File: src/rtl/telemetre_pkg.sv
// Shared definitions for the ultrasonic telemeter: measurement FSM states,
// default timing constants and the result width used by the distance converter.
package telemetre_pkg;

   typedef enum logic [2:0] {
      IDLE      = 3'd0,
      TRIG      = 3'd1,
      WAIT_RISE = 3'd2,
      MEASURE   = 3'd3,
      DONE      = 3'd4
   } meterState_t;

   localparam int DEF_TRIG_CYCLES    = 10;
   localparam int DEF_TIMEOUT_CYCLES = 60000;
   localparam int RESULT_W           = 16;

   // Observation bundle of the echo meter internals.
   typedef struct packed {
      meterState_t state;
      logic        echoLevel;
      logic        echoRise;
      logic        echoFall;
      logic        timeoutHit;
   } meterDbg_t;

endpackage

File: src/rtl/sync_edge_detect.sv
// Two-flop synchronizer plus history flop for an asynchronous input;
// provides the synchronized level and single-cycle rise/fall events.
module sync_edge_detect (
   input  logic clk,
   input  logic rst,
   input  logic sig,
   output logic level,
   output logic rise,
   output logic fall
);

   logic meta;
   logic syncd;
   logic hist;

   always_ff @(posedge clk) begin
      if (rst) begin
         meta  <= 1'b0;
         syncd <= 1'b0;
         hist  <= 1'b0;
      end else begin
         meta  <= sig;
         syncd <= meta;
         hist  <= syncd;
      end
   end

   assign level = syncd;
   assign rise  = syncd & ~hist;
   assign fall  = ~syncd & hist;

endmodule

File: src/rtl/echo_pulse_meter.sv
// Ultrasonic echo meter: fires a trigger pulse, times the echo high phase in
// clock cycles and reports either a width (validOut) or an abort (timeoutOut).
module echo_pulse_meter
   import telemetre_pkg::*;
#(
   parameter int TRIG_CYCLES    = DEF_TRIG_CYCLES,
   parameter int TIMEOUT_CYCLES = DEF_TIMEOUT_CYCLES,
   parameter int CNT_W          = RESULT_W
) (
   input  logic             clkIn,
   input  logic             rstIn,
   input  logic             startIn,
   input  logic             echoIn,
   output logic             trigOut,
   output logic             busyOut,
   output logic [CNT_W-1:0] widthOut,
   output logic             validOut,
   output logic             timeoutOut,
   output meterDbg_t        dbgOut
);

   localparam logic [CNT_W-1:0] TRIG_LAST    = CNT_W'(TRIG_CYCLES - 1);
   localparam logic [CNT_W-1:0] TIMEOUT_LAST = CNT_W'(TIMEOUT_CYCLES - 1);

   meterState_t      state, stateNext;
   logic [CNT_W-1:0] trigCnt, trigCntNext;
   logic [CNT_W-1:0] toCnt, toCntNext;
   logic [CNT_W-1:0] widthCnt, widthCntNext;
   logic [CNT_W-1:0] widthNext;
   logic             timeoutNext;
   logic             echoLevel, echoRise, echoFall;
   logic             toHit;

   sync_edge_detect uEchoSync (
      .clk   (clkIn),
      .rst   (rstIn),
      .sig   (echoIn),
      .level (echoLevel),
      .rise  (echoRise),
      .fall  (echoFall)
   );

   assign toHit = (toCnt == TIMEOUT_LAST);

   always_ff @(posedge clkIn) begin
      if (rstIn) begin
         state      <= IDLE;
         trigCnt    <= '0;
         toCnt      <= '0;
         widthCnt   <= '0;
         widthOut   <= '0;
         timeoutOut <= 1'b0;
      end else begin
         state      <= stateNext;
         trigCnt    <= trigCntNext;
         toCnt      <= toCntNext;
         widthCnt   <= widthCntNext;
         widthOut   <= widthNext;
         timeoutOut <= timeoutNext;
      end
   end

   // Strobes are single-cycle with no back-pressure: the consumer samples
   // widthOut on the cycle validOut (or timeoutOut) is high.
   always_comb begin
      stateNext    = state;
      trigCntNext  = trigCnt;
      toCntNext    = toCnt;
      widthCntNext = widthCnt;
      widthNext    = widthOut;
      timeoutNext  = 1'b0;
      case (state)
         IDLE: begin
            // The timeout strobe cycle is still part of the previous measurement.
            if (startIn && !timeoutOut) begin
               stateNext   = TRIG;
               trigCntNext = '0;
            end
         end
         TRIG: begin
            if (trigCnt == TRIG_LAST) begin
               stateNext = WAIT_RISE;
               toCntNext = '0;
            end else begin
               trigCntNext = trigCnt + 1'b1;
            end
         end
         WAIT_RISE: begin
            toCntNext = toCnt + 1'b1;
            if (toHit) begin
               stateNext   = IDLE;
               timeoutNext = 1'b1;
               widthNext   = '0;
            end else if (echoRise) begin
               stateNext    = MEASURE;
               widthCntNext = CNT_W'(1);
            end
         end
         MEASURE: begin
            toCntNext = toCnt + 1'b1;
            // A fall on the final timeout cycle still counts as a good echo.
            if (echoFall) begin
               stateNext = DONE;
               widthNext = widthCnt;
            end else if (toHit) begin
               stateNext   = IDLE;
               timeoutNext = 1'b1;
               widthNext   = '0;
            end else if (echoLevel) begin
               widthCntNext = widthCnt + 1'b1;
            end
         end
         DONE: begin
            stateNext = IDLE;
         end
         default: begin
            stateNext = IDLE;
         end
      endcase
   end

   assign trigOut  = (state == TRIG);
   assign busyOut  = (state != IDLE);
   assign validOut = (state == DONE);

   assign dbgOut = '{state:      state,
                     echoLevel:  echoLevel,
                     echoRise:   echoRise,
                     echoFall:   echoFall,
                     timeoutHit: toHit};

endmodule

File: config.mk
export PLATFORM = sky130hd
export DESIGN_NAME = echo_pulse_meter
export DESIGN_NICKNAME = d
export VERILOG_FILES = /design/src/rtl/telemetre_pkg.sv /design/src/rtl/sync_edge_detect.sv /design/src/rtl/echo_pulse_meter.sv
export SDC_FILE = /design/constraint.sdc
export NUM_CORES = 1
export LEC_CHECK = 0
export ABC_AREA = 1
export CORE_UTILIZATION = 50
export CTS_CLUSTER_DIAMETER = 30
export DETAILED_ROUTE_END_ITERATION = 10
export GPL_ROUTABILITY_DRIVEN = 0
export PLACE_DENSITY = 0.73
export SLEW_MARGIN = 15
export SYNTH_ARGS = -nofsm -noshare
export SYNTH_HDL_FRONTEND = slang
export SYNTH_SLANG_ARGS = --single-unit
File: constraint.sdc
create_clock -name clkIn -period 1.5 [get_ports clkIn]
set_input_delay 0.225 -clock clkIn [delete_from_list [all_inputs] [get_ports clkIn]]
set_output_delay 0.225 -clock clkIn [all_outputs]
set_load 0.01 [all_outputs]
==> summary.md <==
| Metric | Value |
|---|---|
| Hold buffers post-CTS | `0` |
| Vias in the first global route | `3801` |
| Final Core Density | `0.6849` |
| Worst Setup Path Type | `reg -> reg` |
| Clock network power share | `0.373` |
| # fillers | `613` |
| Worst R2R End | `widthCnt[3]` |
| Largest net degree at the start of global routing | `25` |
| DR WL/cell | `13.46 um` |
| Hold EP | `widthCnt[7]` |
| Setup violators final | `1` |
| DRT iter0 DRCs | `249` |
| Commonest non-fill, non-tap cell in the layout | `nand2_1` |
| Failing checks | `negative setup slack` |
| Vias | `4174` |
| Switching Fraction | `0.3004` |
| Die Ht | `90.28 um` |
| Critical path peak fanout | `7` |
| Num CTS Buffers | `9` |
| Worst setup margin | `-0.01418 ns` |
| Initial antenna violation count | `0` |
| N_diodes | `0` |
| Hold slack final | `0.3425 ns` |
| Critical Path AT | `1.79 ns` |
| Crit path required time | `1.78 ns` |
| Tot Pwr | `5062 uW` |
| Clk Latency, worst-skew pair | `0.35 ns` |
| Final Max Tran Viols | `0` |
| Pwr Density | `997.8 nW/um^2` |
| Synthesized cell area | `3896 um^2` |
| CP max stage cell | `dfxtp_2` |
| Ys Warns | `0` |
| Congestion Overflow GR | `0` |
| Total GRT Usage | `0.2467` |
| Root buf cell | `clkbuf_8` |
| Max frequency | `660.4 MHz` |
| Final period util | `1.009` |
| Placed Instances | `754` |
| Gate power share | `0.224` |
| Hold Violations, Final | `0` |
| Post-route insts no fill | `778` |
| Register area share after synthesis | `0.3648` |
| Critical path buffer and inverter count | `2` |
| First-pass GRT wire length | `16570 um` |
| Peak supply drop | `0.5986 mV` |
| Clock sinks | `71` |
| Clock Tree Buf Depth | `2` |
| DRT Pass-1 Iters | `5` |
| Worst setup EP type | `flip-flop` |
| Htree depth | `3` |
| Core region area | `7408 um^2` |
| Gate Count Post-Synth | `597` |
| Clock Skew | `0.01696 ns` |
| Die W | `90.28 um` |
| CP Launch Type | `flip-flop` |
| Maxcap violations | `0` |
| Sw power | `1521 uW` |
| R2R depth | `10` |
| CTS tree | `built` |
| Layout cells sized above 1 | `0.2459` |
| DRC viols | `0` |
| Nets | `683` |
| HPWL after detailed placement | `7064 um` |
| Die area | `8150 um^2` |
| Cell Chain, Critical Path | `ha_4 > nand3_2 > nor2_2 > nand2_2 > buf_4 > nand3_4 > buf_6 > o21ai_0 > nand2_1 > nor2_1` |
| Sequential share of power | `0.403` |
| Synthesized area per cell | `6.526 um^2` |
| WL final | `10470 um` |
| Syn Nets | `605` |
| Leak pwr | `0.001968 uW` |
| Slowest Stage Delay on Critical Path | `0.34 ns` |
| Worst r2r src | `toCnt[1]` |
| Flop2flop setup slack | `-0.01 ns` |
| Commonest non-fill, non-tap cells in the layout | `nand2_1, nand3_1, nor2_1` |
| Input/output buffers | `30` |
| Pre-CTS setup slack | `-0.1431 ns` |
| Reg clk slew, reported paths | `0.08 ns` |
| Tightest Hold Check Type | `in -> reg` |
| Io pins | `31` |
| Routed Antenna Nets | `0` |
| Starting Density | `0.5259` |
| Number of synthesized register bits | `71` |
| Synth cell types | `35` |
| Row cnt | `31` |
| RSZ-0062 raised after global routing | `true` |
| Hold depth | `3` |
| Status | `finished, violations left` |
| Area Overhead vs Synth | `30.22%` |
| Critical path's top delay family | `simple AND/OR/NAND/NOR gates` |
| Slew of the pin with the lowest slew margin | `0.4077 ns` |
| Internal power | `3542 uW` |
| Avg Vias per Cell | `5.365` |
| Rel. slew slack | `0.7279` |
| Final worst path period need | `1.514 ns` |
| Min-delay src | `rstIn` |
[cell type report]
cell class,count,area [um^2],share of cell area
multi-input cells,444,2260,0.4454
well taps,99,123.9,0.02441
clock inverters,5,106.4,0.02096
inverters,58,234.0,0.04612
clock buffers,10,137.6,0.02713
flip-flops and latches,71,1451,0.2861
repair buffers,91,760.7,0.1499
[state kept, by name, summed over array words and instances, names as in the netlist]
register         cells
uEchoSync.hist       1
toCnt               16
trigCnt             16
timeoutOut           1
uEchoSync.meta       1
widthCnt            16
widthOut            16
uEchoSync.level      1
state                3
[cells in the mapped netlist]
cell type,number,area (um^2)
clkinv_2,1,5.000
o21ai_1,4,20.02
and3_1,2,12.51
o21bai_1,4,30.03
inv_2,8,30.03
buf_4,6,45.04
nand4_1,10,62.56
clkbuf_1,9,33.78
o21ai_0,11,55.05
a21oi_2,1,8.760
nand3_2,1,10.01
inv_4,2,12.51
nand3b_1,3,22.52
nand2_1,148,555.5
nor3_1,11,55.05
a21oi_1,62,310.3
or2_1,1,6.260
dfxtp_1,71,1421
or2_2,6,37.54
xor2_1,4,35.03
and2_1,1,6.260
nand3_4,1,17.52
a31o_2,1,8.760
inv_1,47,176.4
nor2_2,3,18.77
xnor2_1,2,17.52
buf_6,4,45.04
nand2_4,2,22.52
nor3_2,1,10.01
nor2_1,74,277.8
buf_2,5,25.02
nand3_1,79,395.4
ha_1,4,50.05
a211oi_2,1,12.51
nand2_2,7,43.79
[repair_timing]
item / CTS / global route
endpoints found under the setup margin: 24 / 68
resized for setup: 36 / 57
pin swaps: 2 / 12
hold endpoints to repair: 0 / 0
buffers inserted: 0 / 9
[power groups by stage]
stage               registers [uW]  logic, uW  clock network [uW]
floorplan                     2060        611                   0
global placement              2050       1040                   0
detailed placement            2050       1060                   0
CTS                           2030       1070                1920
global route                  2050       1220                2010
finish                        2040       1130                1890
[metrics by stage]
step	setup TNS [ns]	area, um^2
after CTS	0	4860
final	-0.01418	5074
after global routing	-0.9850	5074
after detailed placement	-0.3304	4559
after floorplan	0	3899
after global placement	-0.1150	4559
[kinds of logic (layout without fill, tap and decap cells)]
group                      count (synthesis)  count (layout)  synth area share
buffers and inverters                     82             164           0.09569
DFF                                       71              71            0.3648
adders and majority gates                  4               4           0.01285
and+or+nand+nor                          350             350            0.3988
xor gates and xnor gates                   6               6           0.01349
AOI/OAI and AO/OA                         84              84            0.1143
[tightest hold or removal path, delay by kind of cell]
family	cells	cell delay (ns)
buffers and inverters	2	0.36
AOI/OAI and AO/OA	1	0.04
[metal layers]
| layer | vias to the layer above | part of all wire | track usage |
|---|---|---|---|
| met2 | 122 | 0.50 | 0.4364 |
| met4 | 0 | 0.013 | 0.06989 |
| li1 | 2090 | - | - |
| met3 | 18 | 0.047 | 0.05219 |
| met1 | 1944 | 0.44 | 0.3007 |
| met5 | - | 0 | 0 |
[worst max path at each step]
stage / slack, ns / from / cells after the start / endpoint
2_1_floorplan: 0.01 / toCnt[0] / 9 / widthCnt[12]
3_3_place_gp: -0.11 / toCnt[0] / 6 / dbgOut[0]
3_5_place_dp: -0.14 / toCnt[1] / 6 / dbgOut[0]
4_1_cts: 0.004 / state[0] / 1 / dbgOut[4]
5_1_grt: -0.10 / widthCnt[2] / 9 / widthCnt[9]
6_report: -0.01 / toCnt[1] / 10 / widthCnt[3]
No activity file was read; power rests on OpenSTA's default activity.
